--- src/rtl/maxpool_window_buffer_pkg.sv ---
// Shared geometry helpers for the max-pool window former and the max-pool stage.
// Both sides use the same window packing: element (r, c) sits at index r*S + c.
package maxpool_window_buffer_pkg;

  // Default geometry of the pooling path.
  localparam int DEF_STRIDE_SIZE = 2;
  localparam int DEF_ROW_SIZE    = 4;
  localparam int DEF_COLUMN_SIZE = 4;

  // Index of window element at relative row r, column c.
  function automatic int win_idx(input int r, input int c, input int s);
    return r * s + c;
  endfunction

  // Counter width for a counter spanning 0..n-1, never narrower than one bit.
  function automatic int cnt_width(input int n);
    int w;
    w = $clog2(n);
    return (w < 1) ? 1 : w;
  endfunction

  // Number of elements in one S x S window.
  function automatic int num_inp(input int s);
    return s * s;
  endfunction

  // Extent covered by whole windows; anything at or beyond it is never emitted.
  function automatic int emit_span(input int n, input int s);
    return (n / s) * s;
  endfunction

  localparam int NUM_INP   = num_inp(DEF_STRIDE_SIZE);
  localparam int EMIT_COLS = emit_span(DEF_ROW_SIZE, DEF_STRIDE_SIZE);
  localparam int EMIT_ROWS = emit_span(DEF_COLUMN_SIZE, DEF_STRIDE_SIZE);

endpackage

--- src/rtl/maxpool_window_buffer_line_buf.sv ---
// Line buffer holding the first S-1 rows of each window band.
// Written one pixel at a time, read combinationally as an (S-1) x S block.
module window_line_buffer
  import maxpool_window_buffer_pkg::*;
#(
  parameter int STRIDE_SIZE = 2,
  parameter int DATA_WIDTH  = 16,
  parameter int ROW_SIZE    = 4,
  parameter int CW          = cnt_width(ROW_SIZE),
  parameter int LB_RW       = cnt_width(STRIDE_SIZE - 1)
) (
  input  logic                                                 clock,
  input  logic                                                 i_wr_en,
  input  logic [LB_RW-1:0]                                     i_wr_row,
  input  logic [CW-1:0]                                        i_wr_col,
  input  logic [DATA_WIDTH-1:0]                                i_wr_data,
  input  logic [CW-1:0]                                        i_rd_col,
  output logic [(STRIDE_SIZE-1)*STRIDE_SIZE*DATA_WIDTH-1:0]    o_rd_data
);

  localparam int ROWS = STRIDE_SIZE - 1;

  logic [DATA_WIDTH-1:0] r_mem [ROWS][ROW_SIZE];

  // Store the accepted pixel in its band row / column slot.
  // NOTE: storage arrays carry no reset; every slot is rewritten before it is read.
  always_ff @(posedge clock) begin
    if (i_wr_en) begin
      r_mem[i_wr_row][i_wr_col] <= i_wr_data;
    end
  end

  // Gather the S columns starting at i_rd_col for every buffered row.
  // NOTE: combinational outputs get a default first so no latch is inferred.
  always_comb begin
    logic [CW:0] w_col_ext;
    o_rd_data = '0;
    w_col_ext = '0;
    for (int r = 0; r < ROWS; r++) begin
      for (int c = 0; c < STRIDE_SIZE; c++) begin
        w_col_ext = {1'b0, i_rd_col} + (CW+1)'(c);
        if (w_col_ext < (CW+1)'(ROW_SIZE)) begin
          o_rd_data[win_idx(r, c, STRIDE_SIZE)*DATA_WIDTH +: DATA_WIDTH] =
            r_mem[r][w_col_ext[CW-1:0]];
        end
      end
    end
  end

endmodule

--- src/rtl/maxpool_window_buffer.sv ---
// Streaming S x S window former feeding the max-pool stage.
// Tracks raster position, buffers S-1 rows plus a short row shift register,
// and emits each complete non-overlapping window one cycle after its last pixel.
module maxpool_window_buffer
  import maxpool_window_buffer_pkg::*;
#(
  parameter int STRIDE_SIZE = 2,
  parameter int DATA_WIDTH  = 16,
  parameter int ROW_SIZE    = 4,
  parameter int COLUMN_SIZE = 4
) (
  input  logic                                              clock,
  input  logic                                              reset,
  input  logic [DATA_WIDTH-1:0]                             pixel_in,
  input  logic                                              pixel_in_valid,
  output logic [STRIDE_SIZE*STRIDE_SIZE*DATA_WIDTH-1:0]     window_out,
  output logic                                              window_valid,
  output logic                                              frame_done
);

  localparam int S           = STRIDE_SIZE;
  localparam int WIN_ELEMS   = num_inp(S);
  localparam int COL_LIMIT   = emit_span(ROW_SIZE, S);
  localparam int ROW_LIMIT   = emit_span(COLUMN_SIZE, S);
  localparam int CW          = cnt_width(ROW_SIZE);
  localparam int RW          = cnt_width(COLUMN_SIZE);
  localparam int LB_RW       = cnt_width(S - 1);
  localparam int WW          = WIN_ELEMS * DATA_WIDTH;
  localparam int LBW         = (S - 1) * S * DATA_WIDTH;

  logic [CW-1:0]         r_col_cnt;
  logic [RW-1:0]         r_row_cnt;
  logic [DATA_WIDTH-1:0] r_shift [S-1];
  logic [WW-1:0]         r_window;
  logic                  r_window_valid;
  logic                  r_frame_done;

  int                    w_col_mod;
  int                    w_row_mod;
  logic                  w_col_last;
  logic                  w_row_last;
  logic                  w_emit;
  logic                  w_lb_wr;
  logic [CW-1:0]         w_rd_col;
  logic [LBW-1:0]        w_lb_rd;
  logic [WW-1:0]         w_window;

  assign w_col_mod  = int'(r_col_cnt) % S;
  assign w_row_mod  = int'(r_row_cnt) % S;
  assign w_col_last = (r_col_cnt == CW'(ROW_SIZE - 1));
  assign w_row_last = (r_row_cnt == RW'(COLUMN_SIZE - 1));

  // A window completes on the bottom-right pixel of a full S x S tile.
  assign w_emit = pixel_in_valid && (w_col_mod == S - 1) && (w_row_mod == S - 1) &&
                  (int'(r_col_cnt) < COL_LIMIT) && (int'(r_row_cnt) < ROW_LIMIT);

  // Only the upper S-1 rows of a band are buffered; the bottom row streams through.
  assign w_lb_wr  = pixel_in_valid && !reset && (w_row_mod < S - 1);
  assign w_rd_col = r_col_cnt - CW'(S - 1);

  window_line_buffer #(
    .STRIDE_SIZE (S),
    .DATA_WIDTH  (DATA_WIDTH),
    .ROW_SIZE    (ROW_SIZE),
    .CW          (CW),
    .LB_RW       (LB_RW)
  ) u_line_buf (
    .clock     (clock),
    .i_wr_en   (w_lb_wr),
    .i_wr_row  (LB_RW'(w_row_mod)),
    .i_wr_col  (r_col_cnt),
    .i_wr_data (pixel_in),
    .i_rd_col  (w_rd_col),
    .o_rd_data (w_lb_rd)
  );

  // Assemble the window: buffered rows on top, shift register plus live pixel at the bottom.
  always_comb begin
    w_window = '0;
    w_window[LBW-1:0] = w_lb_rd;
    for (int c = 0; c < S - 1; c++) begin
      w_window[win_idx(S - 1, c, S)*DATA_WIDTH +: DATA_WIDTH] = r_shift[S - 2 - c];
    end
    w_window[win_idx(S - 1, S - 1, S)*DATA_WIDTH +: DATA_WIDTH] = pixel_in;
  end

  // Keep the S-1 most recent pixels of the current row; entry 0 is the newest.
  always_ff @(posedge clock) begin
    if (pixel_in_valid && !reset) begin
      r_shift[0] <= pixel_in;
      for (int i = 1; i < S - 1; i++) begin
        r_shift[i] <= r_shift[i - 1];
      end
    end
  end

  // Raster counters and registered outputs.
  // NOTE: sequential state uses non-blocking assignments so every register samples pre-edge values.
  always_ff @(posedge clock) begin
    if (reset) begin
      r_col_cnt      <= '0;
      r_row_cnt      <= '0;
      r_window       <= '0;
      r_window_valid <= 1'b0;
      r_frame_done   <= 1'b0;
    end else begin
      r_window_valid <= w_emit;
      r_frame_done   <= pixel_in_valid && w_col_last && w_row_last;
      if (w_emit) begin
        r_window <= w_window;
      end
      if (pixel_in_valid) begin
        if (w_col_last) begin
          r_col_cnt <= '0;
          r_row_cnt <= w_row_last ? '0 : r_row_cnt + RW'(1);
        end else begin
          r_col_cnt <= r_col_cnt + CW'(1);
        end
      end
    end
  end

  assign window_out   = r_window;
  assign window_valid = r_window_valid;
  assign frame_done   = r_frame_done;

endmodule

--- config.mk ---
export PLATFORM = sky130hd
export DESIGN_NAME = maxpool_window_buffer
export DESIGN_NICKNAME = d
export VERILOG_FILES = /design/src/rtl/maxpool_window_buffer_pkg.sv /design/src/rtl/maxpool_window_buffer_line_buf.sv /design/src/rtl/maxpool_window_buffer.sv
export SDC_FILE = /design/constraint.sdc
export NUM_CORES = 1
export LEC_CHECK = 0
export CAP_MARGIN = 20
export CELL_PAD_IN_SITES_DETAIL_PLACEMENT = 2
export CELL_PAD_IN_SITES_GLOBAL_PLACEMENT = 2
export CORE_AREA = 2 2 133 135
export DETAILED_ROUTE_END_ITERATION = 12
export DIE_AREA = 0 0 135 137
export PLACE_DENSITY = 0.82
export SLEW_MARGIN = 20
export SYNTH_ARGS = -nofsm -noshare
export SYNTH_HDL_FRONTEND = slang
export SYNTH_SLANG_ARGS = --single-unit
--- constraint.sdc ---
create_clock -name clock -period 2.4 [get_ports clock]
set_clock_uncertainty 0.15 [all_clocks]
set_input_delay 0.36 -clock clock [delete_from_list [all_inputs] [get_ports clock]]
set_output_delay 0.36 -clock clock [all_outputs]
set_load 0.02 [all_outputs]
==> metrics list <==
* Run status: complete, no violations
* Syn nets: 427
- Via count: 3556
- The die covers 18500 µm².
- Clock net sink count: 150
* Total wire length after detailed routing: 15.3 mm
- Worst voltage drop across the vdd grid: 0.570 mV
- CP Data Required Time: 2.50 ns
- Antenna viol nets, final: 0
- Library cell occupying the most area in the post-synthesis netlist: edfxtp_1
- Remaining global-route overflow: 0
- I/O pin cnt: 85
- The number of different library cells used by synthesis comes to 25.
- In the final routed layout, each cell accounts on average for 20.9 µm.
* Clock buffer depth: 2
- After layout, the design draws a total of 5690 µW.
- Worst path arrival time: 2.35 ns
- The final hold violation count came to 0.
- The area growth from synthesis to layout is 30.9%.
- STA classifies the critical path startpoint as a flip-flop.
- In this run the power density over the cells is 789 nW/µm².
* Transition at the pin with the smallest max-transition slack: 0.822 ns
- Syn Std Cell Area: 5510 µm²
- Routability congestion estimate from global placement: 0.758
* Pin count of the biggest net entering global routing: 71
* Post-cts hold buffer count: 0
- Setup fix buffers added after clock tree synthesis: 0
* Chip height: 137 µm
- X dimension of the die: 135 µm
* RSZ-0062 raised after global routing: no
- Post-synthesis sequential element count: 150
- Clock tree synthesis inserted a total of 17 buffers.
- DRC violation count after routing: 0
- For this run, the top clock speed supported by timing is 0.444 GHz.
- Via count of the first global-routing pass: 3935
* Worst reg2reg path startpoint: r_col_cnt[1]$_SDFFE_PP0P_
- Buffers added on ports: 84
- The critical path is of the reg2reg type.
- The first global-routing pass estimated 23.4 mm of wire.
- The worst pin sits at a relative slew slack of 45.2%.
* Number of warnings printed during yosys synthesis: 0
* Worst min-delay path class: reg2reg
- Post-Syn Instances: 402
* Effective utilization at floorplan: 32.3%
* Source of the critical timing path: r_col_cnt[1]$_SDFFE_PP0P_
- At the placement stage, the worst setup path has a slack of 0.0705 ns.
* Syn_area_per_cell: 13.7 µm²
* Max Fanout on Critical Path: 17
- Sequential cells were found to cover 69.1% of the synthesized design area.
* Post-route insts no fill: 732
- Placed wire-length estimate after detailed placement: 10.1 mm
* First-pass iteration count of the detailed router: 4
- Setup total negative slack on the finished layout was measured at 0 ns.
* Placed cells: 700
- H-tree lvl count: 4
- Worst Min Path Start: window_out[51]$_SDFFE_PP0P_
- Leakage power: 0.00238 µW
- Number of slew-limit violations in the final report: 0
- After synthesis, the cell types taking the most area are edfxtp_1 (44%), dfxtp_1 (25%), nand2_1 (4.5%), mux4_2 (4.5%), mux2i_1 (3.5%).
- Antenna violations before repair: 0
- The region available for standard cell placement spans 17100 µm².
* Clk pin slew, worst setup/hold paths: 0.06 ns
- TritonCTS clock tree: yes
- Final Worst Setup Slack: 0.150 ns
- Setup violations remaining at the end of the flow were counted as 0.
- Fraction of final layout cells sized beyond drive strength 1: 11.6%
- Later-pin clock latency in the skew report: 0.41 ns
- Across the run, the number of max-cap violations was 0.
- Antenna diode count: 0
* Drt via density: 4.86
- The tree is rooted in a clkbuf_16.
- Final clock period utilization by the worst path: 93.8%
- Shortest clock period the worst path allows after layout: 2.25 ns
- Layout Nets: 519
- STA classifies the critical path endpoint as a flip-flop.
- The first routing iteration left 177 violations.
- In this run the biggest area consumer among cell types represents 43.6% of the synthesized area.
- Global Route Usage Sum: 17.2%
* Site Rows: 48
==> state kept, by name (all words and copies together) (netlist names) <==
register          cells
u_line_buf.r_mem     64
r_col_cnt             2
window_valid          1
frame_done            1
r_row_cnt             2
r_shift              16
window_out           64
==> cells by family after synthesis <==
kind of cell             after synthesis  share of synthesized area (%)
AO/OA/AOI/OAI                         65                           7.36
adder cells (fa/ha/maj)                6                           1.36
buffers and inverters                 31                           3.48
flip-flops                           150                           69.1
multiplexers                          35                           10.3
AND/OR/NAND/NOR                      115                           8.38
==> per-layer routing <==
| metal | routed length, µm | GRT usage [%] | part of all wire (%) |
|---|---|---|---|
| met1 | 6650 | 21.2 | 44 |
| met2 | 7790 | 29.5 | 51 |
| met3 | 555 | 3.70 | 3.6 |
| met4 | 278 | 6.94 | 1.8 |
| met5 | 0 | 0 | 0 |
==> critical path, stage by stage (launching register included) <==
cell and delay, ns:
dfxtp_1 0.38, inv_1 0.13, ha_4 0.37, buf_12 0.20, mux4_2 0.52, a22oi_1 0.24, nor2_1 0.09
==> layout by cell type (no fill, tap or decap), drive strengths merged, types with 2 or more instances in the layout <==
cell           count
a211oi            16
a21oi             33
a22oi             16
and2               4
buf               19
bufinv             2
clkbuf            21
clkdlybuf4s50     83
clkinv             6
clkinvlp           2
dfxtp             70
edfxtp            80
ha                 6
inv                3
mux2i             19
mux4              16
nand2             66
nand3              2
nor2              38
nor2b              2
==> report_power, final <==
group	internal (µW)	switching (µW)
combinational	173	199
sequential	2760	21.1
clock	1520	1020
total	4450	1240
==> final cells by class <==
class	count	area, µm²
fillers	1692	9850
flip-flops and latches	150	3800
multi-input cells	221	1530
repair buffers	102	1030
clock buffers	21	440
well taps	225	282
clock inverters	11	110
inverters	2	7.51
==> final timing paths <==
check | to | depth (start not counted) | slack (ns)
worst min-delay path | window_out[51]$_SDFFE_PP0P_ | 2 | 0.31
worst max-delay path | window_out[28]$_SDFFE_PP0P_ | 6 | 0.15
worst min register to register | window_out[51]$_SDFFE_PP0P_ | 2 | 0.31
worst max register to register | window_out[28]$_SDFFE_PP0P_ | 6 | 0.15
==> through the flow <==
stage          utilization (%)  area, µm²  hold WS, ns
2_1_floorplan                -       5510        0.291
3_3_place_gp              39.0       6650        0.294
3_5_place_dp              39.0       6650        0.303
4_1_cts                   42.2       7200        0.313
5_1_grt                   42.3       7210        0.335
6_report                  42.3       7210        0.307
==> Yosys cell counts <==
master    number
ha_1           6
a21oi_1       33
nor3b_1        1
edfxtp_1      80
buf_12         2
buf_4          2
mux4_2        11
dfxtp_1       70
a211oi_1      16
clkbuf_2       1
nor2_1        38
inv_1          2
and2_1         4
a22oi_1       16
mux2i_1       19
nand2_1       66
nor2b_1        2
nand3_1        2
and4b_1        1
and3_1         1
buf_8          1
buf_6          1
buf_2         12
clkbuf_1      10
mux4_1         5
==> timing repair <==
item / 4_1_cts / 5_1_grt
endpoints found under the setup margin: 0 / 6
hold endpoints to repair: 0 / 0
resized for setup: 0 / 1
(Power assumes the default switching activity.)
